[src/rtl/result_output_unit.sv]
// Result output unit: latches the final result vector, scans for the argmax,
// then streams the vector and class index to the host as a byte stream.
module result_output_unit #(
  parameter int DATA_WIDTH = 8,
  parameter int OUT_N      = 10,
  parameter int IDX_WIDTH  = 4
) (
  input  logic                         clk,
  input  logic                         rst,
  input  logic                         capture,
  input  logic [OUT_N-1:0][DATA_WIDTH-1:0] y_in,
  output logic                         busy,
  output logic                         out_valid,
  input  logic                         out_ready,
  output logic [DATA_WIDTH-1:0]        out_data,
  output logic                         out_last,
  output logic [IDX_WIDTH-1:0]         class_idx,
  output logic signed [DATA_WIDTH-1:0] class_max,
  output logic                         class_valid
);

  localparam int PTR_W = $clog2(OUT_N + 1);

  typedef enum logic [1:0] {
    IDLE,
    SCAN,
    STREAM,
    HOLD
  } state_t;

  state_t state, state_nxt;

  logic signed [DATA_WIDTH-1:0] lat [OUT_N];
  logic signed [DATA_WIDTH-1:0] best_val;
  logic signed [DATA_WIDTH-1:0] cand_val;
  logic signed [DATA_WIDTH-1:0] scan_val;
  logic [IDX_WIDTH-1:0]         best_idx;
  logic [IDX_WIDTH-1:0]         cand_idx;
  logic [PTR_W-1:0]             scan_ptr;
  logic [PTR_W-1:0]             out_ptr;
  logic [PTR_W-1:0]             out_nxt;
  logic                         accept;
  logic                         scan_end;
  logic                         xfer;
  logic                         take;

  always_comb begin
    accept   = capture && (state == IDLE || state == HOLD);
    scan_end = (state == SCAN) && (scan_ptr == PTR_W'(OUT_N - 1));
    xfer     = (state == STREAM) && out_valid && out_ready;
    out_nxt  = out_ptr + 1'b1;
    scan_val = lat[scan_ptr];
    // strict compare keeps the lowest index on ties
    take     = scan_val > best_val;
    cand_val = take ? scan_val : best_val;
    cand_idx = take ? IDX_WIDTH'(scan_ptr) : best_idx;
  end

  always_comb begin
    state_nxt = state;
    unique case (state)
      IDLE:    if (accept) state_nxt = SCAN;
      HOLD:    if (accept) state_nxt = SCAN;
      SCAN:    if (scan_end) state_nxt = STREAM;
      STREAM:  if (xfer && out_last) state_nxt = HOLD;
      default: state_nxt = IDLE;
    endcase
  end

  assign busy = (state == SCAN) || (state == STREAM);

  always_ff @(posedge clk or posedge rst) begin
    if (rst) begin
      state <= IDLE;
    end else begin
      state <= state_nxt;
    end
  end

  always_ff @(posedge clk or posedge rst) begin
    if (rst) begin
      for (int k = 0; k < OUT_N; k++) begin
        lat[k] <= '0;
      end
      best_val    <= '0;
      best_idx    <= '0;
      scan_ptr    <= '0;
      out_ptr     <= '0;
      out_valid   <= 1'b0;
      out_data    <= '0;
      out_last    <= 1'b0;
      class_idx   <= '0;
      class_max   <= '0;
      class_valid <= 1'b0;
    end else begin
      if (accept) begin
        for (int k = 0; k < OUT_N; k++) begin
          lat[k] <= y_in[k];
        end
        best_val    <= y_in[0];
        best_idx    <= '0;
        scan_ptr    <= PTR_W'(1);
        class_valid <= 1'b0;
      end

      if (state == SCAN) begin
        best_val <= cand_val;
        best_idx <= cand_idx;
        scan_ptr <= scan_ptr + 1'b1;
      end

      if (scan_end) begin
        class_idx   <= cand_idx;
        class_max   <= cand_val;
        class_valid <= 1'b1;
        out_ptr     <= '0;
        out_valid   <= 1'b1;
        out_data    <= lat[0];
        out_last    <= 1'b0;
      end

      // the byte after the last element carries the class index
      if (xfer) begin
        out_ptr <= out_nxt;
        if (out_last) begin
          out_valid <= 1'b0;
          out_last  <= 1'b0;
        end else if (out_nxt == PTR_W'(OUT_N)) begin
          out_data <= DATA_WIDTH'(class_idx);
          out_last <= 1'b1;
        end else begin
          out_data <= lat[out_nxt];
        end
      end
    end
  end

endmodule

[config.mk]
export PLATFORM = sky130hd
export DESIGN_NAME = result_output_unit
export DESIGN_NICKNAME = d
export VERILOG_FILES = /design/src/rtl/result_output_unit.sv
export SDC_FILE = /design/constraint.sdc
export NUM_CORES = 1
export LEC_CHECK = 0
export CORE_UTILIZATION = 54
export DETAILED_ROUTE_END_ITERATION = 8
export PLACE_DENSITY_LB_ADDON = 0.05
export SYNTH_ARGS = -nofsm -noshare
export SYNTH_HDL_FRONTEND = slang
export SYNTH_SLANG_ARGS = --single-unit
[constraint.sdc]
create_clock -name clk -period 5.4 [get_ports clk]
set_input_delay 1.08 -clock clk [delete_from_list [all_inputs] [get_ports clk]]
set_output_delay 1.08 -clock clk [all_outputs]
set_load 0.005 [all_outputs]
## Word level (Yosys, flattened, before mapping)

Cells that the tools add are included.

- Reduce and logical (&&, ||, !) cells: 13
- $lt $le $gt $ge: 3
- Add/subtract/negate cells: 2
- Equal/unequal tests: 8
- Multiplexer cells: 33
- Bitwise gates (word level): 2

Operators with widths:

| kind | number |
|---|---|
| 2-to-1 mux 8 bit | 11 |
| binary-select mux 8 bit (select 4 bit) | 2 |
| 2-to-1 mux 4 bit | 7 |
| greater-or-equal comparator 5 bit (second input constant) | 2 |
| inverter 4 -> 5 bit | 2 |
| 2-to-1 mux 1 bit | 9 |
| adder 4 x 1 -> 4 bit (second input constant) | 2 |
| == test 4 bit (second input constant) | 2 |
| greater-than comparator 8 bit | 1 |
| 2-to-1 mux 2 bit | 3 |
| case mux 2 bit (3 select lines) | 1 |
| nonzero test 2 bit | 3 |
| logical AND 1 bit | 5 |
| == test 2 bit (second input constant) | 2 |
| inequality test 2 bit (second input constant) | 2 |
| AND reduction 3 bit | 1 |
| == test 2 x 1 -> 1 bit (second input constant) | 1 |
| logical NOT 2 bit | 1 |
| logical OR 1 bit | 2 |
| inequality test 2 x 1 -> 1 bit (second input constant) | 1 |
| OR reduction 2 bit | 1 |

- Input port bits: 84
- Logic and storage cells: 82
- Register bits after elaboration: 125
- Output and inout bits: 24

## Depth between registers and ports, before layout

Gate-level depths: netlist of the first run.

- Depth after elaboration: 8
- Mapped depth: 13
- Depth with buffers taken out: 9

## Worst setup path after synthesis of the first run

OpenSTA, ideal clock, no wires.

- Kind: register -> register
- Start point: register scan_ptr[0]
- End point: register best_val[1]
- Cell stages (with the launch flop): 10
- Arrival time: 2.960 ns
- Period minus slack after synthesis: 3.117 ns
- Data required time: 5.243 ns
- Setup time: 0.157 ns
- Setup slack: 2.283 ns
- Path buffers: 1
- Cell sequence: dfrtp_1 buf_6 mux4_1 a221o_1 ha_1 a21o_1 a2111oi_4 nor3_2 a311oi_4 a221oi_1

- Word-level cells in the longest chain between the ends: 7

Ends and longest elaborated chain:

| item | RTL line | source |
|---|---|---|
| start: declaration | 39 | `logic [PTR_W-1:0] scan_ptr;` |
| start signal: assignment | 109 | `scan_ptr <= scan_ptr + 1'b1;` |
| inverter 4 -> 5 bit (not written as such) (*) | 52 | `scan_val = lat[scan_ptr];` |
| binary-select mux 8 bit (select 4 bit) (*) | 52 |  |
| 2-to-1 mux 8 bit (not written as such) (*) (2 in series) | 52 |  |
| greater-than comparator 8 bit | 54 | `take = scan_val > best_val;` |
| 2-to-1 mux 8 bit (*) | 55 | `cand_val = take ? scan_val : best_val;` |
| 2-to-1 mux 8 bit (*) | 106 | `if (state == SCAN) begin` |
| end signal: assignment | 100 | `best_val <= y_in[0];` |
| end signal: assignment | 107 | `best_val <= cand_val;` |
| end: declaration | 34 | `logic signed [DATA_WIDTH-1:0] best_val;` |

Every way passes the cells marked *; elsewhere a longest branch is shown, timed or not. The select of a mux whose other input is x is not followed.
A chain may end at the register's enable or synchronous reset.

## Worst setup path in the final report of the first run

- Start point: register scan_ptr[0]
- End point: register best_idx[3]

- Word-level cells in the longest chain between the ends: 7

Ends and longest elaborated chain:

| item | RTL line | source |
|---|---|---|
| inverter 4 -> 5 bit (not written as such) | 52 |  |
| binary-select mux 8 bit (select 4 bit) | 52 |  |
| 2-to-1 mux 8 bit (not written as such) (2 in series) | 52 |  |
| greater-than comparator 8 bit | 54 |  |
| 2-to-1 mux 4 bit | 56 | `cand_idx = take ? IDX_WIDTH'(scan_ptr) : best_idx;` |
| 2-to-1 mux 4 bit | 106 |  |
| end signal: assignment | 108 | `best_idx <= cand_idx;` |
| end: declaration | 37 | `logic [IDX_WIDTH-1:0] best_idx;` |

No other way between the ends. The select of a mux whose other input is x is not followed.

==> reports/results.txt, run 1 <==
Pwr Total: 0.006288 W
Clock share of power: 0.208
Flops & latches, synth: 125
Status: finished clean
Mapped Area: 6784 µm²
Cts bufs inserted: 17
Post-DR vias/cell: 6.082
Mapped Cells: 536
Io pins: 108
Post-Syn Nets: 635
Fraction of registers with async set or reset after synthesis: 1.000
Grt total ovfl: 0
Final RePlAce weighted congestion: 0.8918
Register share of total power: 0.294
Clk root buf: clkbuf_16
Clock Sink Count: 125
Max-Cap Viols: 0
CP Max Fanout: 20
Ranking of synthesized cells by area: dfrtp_1 (46%), mux2_2 (16%), mux4_2 (6.6%)
Initial antenna violation count: 0
Cell area after layout: 8635 µm²
Data required time of the worst path: 5.71 ns
Unique masters post-synth: 56
Post-Syn Area per Cell: 12.66 µm²
Wirelength per Cell: 21.51 µm
Synth cell count leaders: dfrtp_1 (125), mux2_2 (96), nand2_1 (33)
Total number of vias: 4975
Register Area: 3128 µm²
Clk_lat worst skew: 0.43 ns
Crit path kind: reg -> reg
Antenna cell count: 0
Synth top area share: 0.4611
Final Util: 0.7129
F_max: 0.2500 GHz
Share of the clock period used by the worst path: 0.7407
Multi-input combinational cell area: 3379 µm²
Cts repair resizes: 0
Fill count: 912
Largest area contributor in the netlist: dfrtp_1
Startpoint Class: flip-flop
Unrepaired setup endpoints after global routing: no
Power Density: 728.3 nW/µm²
Fin. max-slew vios: 0
Final setup TNS: 0 ns
Hold Crit Class: reg -> reg
Area grow syn2layout: 27.28%
CTS H-tree lvls: 4
Post-Route WL: 17.60 mm
Worst path arrival time: 4.31 ns
Layout cells sized above 1: 0.2723
Most common cell in the netlist: dfrtp_1
First-pass GRT wire length: 27.77 mm
Post CTS Setup Buffer Count: 0
Hold_buf cts: 0
1st-iter DRT viols: 353
DRC violations left: 0
Layout Nets: 736
Clk buf depth: 2
Post-synthesis sequential area ratio: 0.4611
YS warnings: 0
Vias in the first global route: 5108
Clk slew on worst S/H paths: 0.06 ns
Internal Power: 0.003887 W
Largest net degree at the start of global routing: 61
Sw Share: 0.3819
Total die area: 13020 µm²
Core ar.: 12110 µm²
Worst Setup End Kind: flip-flop
P_leak: 3.619 nW
Post-synth EDFFs: 0
VDD IR max: 0.3474 mV
Drt first pass iters: 7
Post-DP HPWL: 12.70 mm
Rows: 40
Slew @ Worst Pin: 1.055 ns
Post-synth top flop: dfrtp_1
Total global routing track utilization: 0.2905
# setup viols final: 0
Slew margin rel.: 0.2963
Setup Skew: 0.006365 ns
Min cycle time layout: 4.000 ns
Die Y-Extent: 114.1 µm
Net Sw Power: 0.002401 W
Port bufs: 107
TritonCTS clock tree: done
Die Wd: 114.1 µm
Comb power frac: 0.498
ANT nets after route: 0
Hold Fails Final Rpt: 0
Placed Area: 7956 µm²
Starting density of the core: 0.5601
==> logic make-up after synthesis <==
logic type | synth area share
DFF | 0.4611
AOI/OAI and AO/OA | 0.1230
xor gates and xnor gates | 0.002583
adders and majority gates | 0.02767
and+or+nand+nor | 0.05902
buffers and inverters | 0.04113
muxes | 0.2855
==> through the flow <==
step / instances / worst slack (ns) / hold WS (ns)
4_1_cts: 818 / 1.431 / 0.5052
6_report: 818 / 1.400 / 0.5071
3_5_place_dp: 786 / 1.442 / 0.4795
2_1_floorplan: 536 / 0.9924 / 0.4711
3_3_place_gp: 786 / 1.533 / 0.4659
5_1_grt: 818 / 1.218 / 0.5360
==> area by class of cell <==
cell class,instances,area share
flip-flops and latches,125,0.3623
inverters,24,0.01072
repair buffers,117,0.1327
multi-input cells,352,0.3914
well taps,168,0.02434
clock buffers,18,0.05086
clock inverters,14,0.02768
==> power by group through the flow <==
stage / logic (W) / registers, W / clock network (W)
CTS: 0.00313 / 0.00184 / 0.00132
global placement: 0.00304 / 0.00183 / 0
finish: 0.00313 / 0.00185 / 0.00131
global route: 0.00337 / 0.00191 / 0.00136
floorplan: 0.00240 / 0.00165 / 0
detailed placement: 0.00310 / 0.00185 / 0
==> critical path, cell delays in order, from the launching register on <==
cell and delay (ns):
dfrtp_1 0.88, buf_4 0.30, mux4_2 0.51, a221o_1 0.41, ha_1 0.31, nand4_1 0.10, nor2_1 0.09, a211oi_1 0.64
buf_4 0.27, nor3_1 0.06, a311o_1 0.31
==> sequential cells by signal, summed over array words and instances, names as in the netlist <==
signal / count
state: 2
out_last: 1
class_max: 8
class_idx: 4
lat: 80
out_ptr: 4
out_data: 8
best_idx: 4
class_valid: 1
scan_ptr: 4
best_val: 8
out_valid: 1
==> final timing paths <==
kind | from | endpoint | slack, ns | depth (start not counted)
max in group asynchronous | rst | lat[61]$_DFFE_PP0P_ | 3.50 | 3
hold / removal | class_max[7]$_DFFE_PP0P_ | class_max[7]$_DFFE_PP0P_ | 0.51 | 2
min in group asynchronous | rst | lat[72]$_DFFE_PP0P_ | 0.92 | 2
hold reg to reg | class_max[7]$_DFFE_PP0P_ | class_max[7]$_DFFE_PP0P_ | 0.51 | 2
setup / recovery | scan_ptr[0]$_DFFE_PP0P_ | best_idx[3]$_DFFE_PP0P_ | 1.40 | 10
setup reg to reg | scan_ptr[0]$_DFFE_PP0P_ | best_idx[3]$_DFFE_PP0P_ | 1.40 | 10
==> layer usage <==
| metal | track usage | wire length (µm) |
|---|---|---|
| met4 | 0.1022 | 315 |
| met3 | 0.07147 | 1023 |
| met1 | 0.3831 | 7744 |
| met5 | 0 | 0 |
| met2 | 0.4703 | 8513 |
==> cell usage in the layout (no fill, tap or decap), drive strengths merged, types with 15 or more instances in the layout <==
cell | Yosys | routed
nor2 | 20 | 20
mux2i | 30 | 30
dfrtp | 125 | 125
nand2 | 34 | 34
clkbuf | 12 | 18
mux2 | 96 | 96
clkdlybuf4s50 | 0 | 107
ha | 15 | 15
inv | 24 | 25
mux4 | 24 | 24
o22ai | 15 | 15
Note: power is estimated with default switching activity, not from simulation.
==> run 2, diff against run 1 <==
Clock period 5.4 ns to 3.82 ns, I/O delays scaled along.
==> reports/results.txt, run 2 (same netlist as run 1, synthesis figures left out) <==
Total die area: 13020 µm²
Post-DP HPWL: 12.46 mm
Net Sw Power: 0.003369 W
Clk_lat worst skew: 0.42 ns
R2R Path End: best_val[2]$_DFFE_PP0P_
Commonest non-fill, non-tap cell in the layout: dfrtp_1
Slew @ Worst Pin: 1.077 ns
Hold Crit Class: reg -> reg
Internal Power: 0.005337 W
Cts bufs inserted: 17
Power Density: 1009 nW/µm²
Die Wd: 114.1 µm
Clk root buf: clkbuf_16
Hold depth: 2
Most frequent cells in the layout: dfrtp_1 (125), clkdlybuf4s50_1 (107), mux2_2 (96), nand2_1 (33), mux2i_1 (30)
Hold EP: class_idx[3]$_DFFE_PP0P_
Clock Sink Count: 125
Sw Share: 0.3870
Clk buf depth: 2
Io pins: 108
Clock share of power: 0.180
Worst Setup End Kind: flip-flop
1st-iter DRT viols: 469
HP Start: class_idx[3]$_DFFE_PP0P_
Die Y-Extent: 114.1 µm
Total global routing track utilization: 0.2883
Final Util: 0.7121
Fill count: 891
# setup viols final: 0
ANT nets after route: 0
R2r setup slk: 0.23 ns
Max reg flops: 80
Drt first pass iters: 5
Vias in the first global route: 5109
F_max: 0.2787 GHz
Biggest register: lat
Status: finished clean
CP Max Fanout: 12
Min cycle time layout: 3.589 ns
M2 GR Usage: 0.4558
Final setup TNS: 0 ns
Data required time of the worst path: 4.08 ns
Cts repair resizes: 0
Hold Fails Final Rpt: 0
Antenna cell count: 0
Total number of vias: 4970
Port bufs: 107
Gr busiest metal: met2
Crit path kind: reg -> reg
VDD IR max: 0.4674 mV
Layout Nets: 743
Slew margin rel.: 0.2818
Comb power frac: 0.524
Unrepaired setup endpoints after global routing: no
Global Route met1 Usage: 0.4030
Max-Cap Viols: 0
Initial antenna violation count: 0
Fin. max-slew vios: 0
Startpoint Class: flip-flop
Final RePlAce weighted congestion: 0.8982
Clk slew on worst S/H paths: 0.05 ns
P_leak: 3.617 nW
Core ar.: 12110 µm²
Post-Route WL: 17.17 mm
Largest net degree at the start of global routing: 126
Worst path arrival time: 3.85 ns
CTS H-tree lvls: 4
Setup Skew: 0.006538 ns
Post-DR vias/cell: 6.024
First-pass GRT wire length: 27.95 mm
DRC violations left: 0
Layout cells sized above 1: 0.2785
Starting density of the core: 0.5601
Cells on worst reg2reg path: 10
Share of the clock period used by the worst path: 0.9394
Area grow syn2layout: 27.13%
TritonCTS clock tree: done
Register share of total power: 0.296
Hold_buf cts: 0
Wirelength per Cell: 20.81 µm
Worst reg2reg path startpoint: scan_ptr[0]$_DFFE_PP0P_
Met3 usage: 0.06458
Rows: 40
Post CTS Setup Buffer Count: 0
Grt total ovfl: 0
[run 2: cell types whose count changed in the layout (fill, tap and decap cells not counted), sizes merged]
cell and change:
buf +7, bufinv -4, clkbuf +2, clkinv +2, clkinvlp +2, inv -2
[run 2: final cells by class]
| cell class | count | area [µm²] | area share |
|---|---|---|---|
| Clock buffer | 20 | 456.7 | 0.05295 |
| Clock inverter | 12 | 120.1 | 0.01393 |
| Inverter | 24 | 93.84 | 0.01088 |
| Multi-Input combinational cell | 352 | 3379 | 0.3918 |
| Sequential cell | 125 | 3128 | 0.3627 |
| Tap cell | 168 | 210.2 | 0.02437 |
| Timing Repair Buffer | 124 | 1236 | 0.1433 |
[run 2: worst max-delay path by stage]
| stage | start | endpoint | cells after the start |
|---|---|---|---|
| 5_1_grt | scan_ptr[0]$_DFFE_PP0P_ | best_val[1]$_DFFE_PP0P_ | 11 |
| 3_3_place_gp | scan_ptr[0]$_DFFE_PP0P_ | best_val[2]$_DFFE_PP0P_ | 11 |
| 3_5_place_dp | scan_ptr[0]$_DFFE_PP0P_ | best_idx[0]$_DFFE_PP0P_ | 11 |
| 2_1_floorplan | scan_ptr[0]$_DFFE_PP0P_ | best_val[1]$_DFFE_PP0P_ | 9 |
| 4_1_cts | scan_ptr[0]$_DFFE_PP0P_ | best_val[1]$_DFFE_PP0P_ | 10 |
| 6_report | scan_ptr[0]$_DFFE_PP0P_ | best_val[2]$_DFFE_PP0P_ | 10 |
[run 2: power by group through the flow]
stage	combinational (W)	clock, W	sequential, W
after CTS	0.00457	0.00157	0.00257
after floorplan	0.00339	0	0.00233
after global routing	0.00493	0.00164	0.00266
after global placement	0.00445	0	0.00254
final	0.00457	0.00156	0.00258
after detailed placement	0.00453	0	0.00258
[run 2: layer usage]
layer	share of wire	vias to the layer above
met1	0.46	2547
met5	0	-
met2	0.48	151
met4	0.012	0
met3	0.043	18
li1	-	2254
[run 2: per-stage QoR]
stage	area (µm²)	hold WS [ns]	cells	setup WS, ns	total power (W)
4_1_cts	8625	0.5124	825	0.2463	0.008707
5_1_grt	8625	0.5382	825	0.02317	0.009230
3_3_place_gp	8048	0.4637	793	0.3634	0.006984
3_5_place_dp	8048	0.4761	793	0.2382	0.007106
6_report	8625	0.5090	825	0.2314	0.008706
2_1_floorplan	6788	0.4711	536	0.7031	0.005724
[run 2: critical path, stage by stage (launching register included)]
cell and delay, ns:
dfrtp_1 0.51, buf_4 0.26, or3b_1 0.55, o22ai_1 0.19, a221o_1 0.21, ha_1 0.27
a21o_1 0.21, a2111oi_4 0.42, nor3_2 0.11, a311oi_4 0.54, a221oi_1 0.16
==> run 3, diff against run 2 <==
Settings changed: CORE_UTILIZATION 54 to 49.
Clock period 3.82 ns to 3.1 ns, I/O delays scaled along.
==> reports/results.txt, run 3 (same netlist as run 1, synthesis figures left out) <==
Power Density: 1327 nW/µm²
ANT nets after route: 0
Hold Crit Class: reg -> reg
Cell count after placement: 849
Clock share of power: 0.162
Vias in the first global route: 5542
Placed Area: 8468 µm²
Hold_buf cts: 0
Starting density of the core: 0.5082
Setup WS post-layout: -0.02968 ns
Cell area after layout: 9330 µm²
Final RePlAce weighted congestion: 0.8651
Hold Fails Final Rpt: 0
Total die area: 14320 µm²
Most frequent cells in the layout: dfrtp_1 (124), clkdlybuf4s50_1 (107), mux2_2 (96), buf_4 (55), nand2_1 (33)
Total global routing track utilization: 0.2784
VDD IR max: 0.7555 mV
Worst path top cell family by delay: compound AO/OA/AOI/OAI gates
Net Sw Power: 0.004635 W
Clk buf depth: 2
Hold depth: 2
Post-Layout Cell Count: 888
Setup Skew: 0.005988 ns
WP buf/inv: 2
Final Util: 0.6990
Slew @ Worst Pin: 0.7590 ns
Startpoint Class: flip-flop
# setup viols final: 3
CP Max Fanout: 11
Antenna cell count: 0
Pwr Total: 0.01238 W
Die Y-Extent: 119.7 µm
Area grow syn2layout: 37.53%
Post-Route WL: 18.61 mm
Fill count: 997
Slowest stage cell on the critical path: mux4_2
Register share of total power: 0.251
Clock Sink Count: 125
Min cycle time layout: 3.130 ns
Layout cells sized above 1: 0.3638
Hold slack: 0.4894 ns
Rows: 42
Clk root buf: clkbuf_16
Max reg flops: 80
First-pass GRT wire length: 29.81 mm
Largest net degree at the start of global routing: 51
Io pins: 108
Failing checks: negative setup slack
Port bufs: 107
Core ar.: 13350 µm²
Worst Setup End Kind: flip-flop
Layout Nets: 798
Max-Cap Viols: 0
CP peak stage delay: 0.48 ns
CP Depth: 10
Internal Power: 0.007743 W
Cts bufs inserted: 17
Slew margin rel.: 0.4913
Post-DR vias/cell: 5.887
P_leak: 3.955 nW
CTS H-tree lvls: 4
F_max: 0.3195 GHz
Die Wd: 119.7 µm
Drt first pass iters: 5
1st-iter DRT viols: 442
DRC violations left: 0
Share of the clock period used by the worst path: 1.010
Commonest non-fill, non-tap cell in the layout: dfrtp_1
Fin. max-slew vios: 0
Clk slew on worst S/H paths: 0.06 ns
Initial antenna violation count: 0
Cells on worst reg2reg path: 10
Unrepaired setup endpoints after global routing: yes
Crit path kind: reg -> reg
Worst path arrival time: 3.45 ns
Grt total ovfl: 0
Status: finished with violations
TritonCTS clock tree: done
Biggest register: lat
Wirelength per Cell: 20.96 µm
Sw Share: 0.3745
Data required time of the worst path: 3.42 ns
Total number of vias: 5228
R2r setup slk: -0.03 ns
Comb power frac: 0.587
Post-DP HPWL: 13.83 mm
Critical Path, Cell by Cell: buf_6 -> mux4_2 -> a221o_1 -> ha_1 -> a21o_1 -> a2111oi_4 -> nor3_2 -> o21bai_4 -> buf_12 -> a221oi_2
Multi-input combinational cell area: 3542 µm²
Register Area: 3129 µm²
Clk_lat worst skew: 0.42 ns
## run 3: per-layer routing
layer	global-route usage	part of all wire	routed length (µm)	vias up
li1	-	-	-	2366
met5	0	0	0	-
met3	0.05846	0.050	932	27
met4	0.1109	0.025	463	0
met2	0.4494	0.48	9019	186
met1	0.3667	0.44	8194	2649
## run 3: final timing paths
check	from	to
min	class_valid$_DFFE_PP0P_	class_valid$_DFFE_PP0P_
max	scan_ptr[0]$_DFFE_PP0P_	best_val[4]$_DFFE_PP0P_
min reg2reg	class_valid$_DFFE_PP0P_	class_valid$_DFFE_PP0P_
max in group asynchronous	rst	lat[55]$_DFFE_PP0P_
max reg2reg	scan_ptr[0]$_DFFE_PP0P_	best_val[4]$_DFFE_PP0P_
min in group asynchronous	rst	out_data[1]$_DFF_PP0_
## run 3: worst register-to-register path, stage by stage (launching register included)
cell and delay (ns):
dfrtp_2 0.41, buf_6 0.11, mux4_2 0.48, a221o_1 0.38
ha_1 0.32, a21o_1 0.19, a2111oi_4 0.40, nor3_2 0.11
o21bai_4 0.20, buf_12 0.16, a221oi_2 0.27
## run 3: stage by stage
step           TNS (ns)  worst slack [ns]
3_5_place_dp     -1.467           -0.1396
3_3_place_gp   -0.04602          -0.01233
5_1_grt         -0.9144          -0.09800
4_1_cts        -0.06299          -0.03033
2_1_floorplan         0           0.01597
6_report       -0.04761          -0.02968
## run 3: area by class of cell
type                    instances  share of cell area
inverters                      24             0.01006
flip-flops and latches        125              0.3354
multi-input cells             352              0.3796
clock buffers                  25             0.05203
repair buffers                179              0.1875
well taps                     176             0.02360
clock inverters                 7             0.01180
## run 3: timing repair
item,CTS,global route
gates resized for setup,22,21
endpoints found under the setup margin,22,24
setup buffers,6,3
pin swaps,21,11
endpoints found under the hold margin,0,0
gates cloned,0,0
## run 3: power groups by stage
| stage | Clock, W | Combinational (W) | Sequential (W) |
|---|---|---|---|
| after floorplan | 0 | 0.00418 | 0.00288 |
| after global routing | 0.00211 | 0.00778 | 0.00321 |
| after detailed placement | 0 | 0.00653 | 0.00311 |
| after CTS | 0.00204 | 0.00689 | 0.00310 |
| final | 0.00201 | 0.00727 | 0.00310 |
| after global placement | 0 | 0.00640 | 0.00307 |
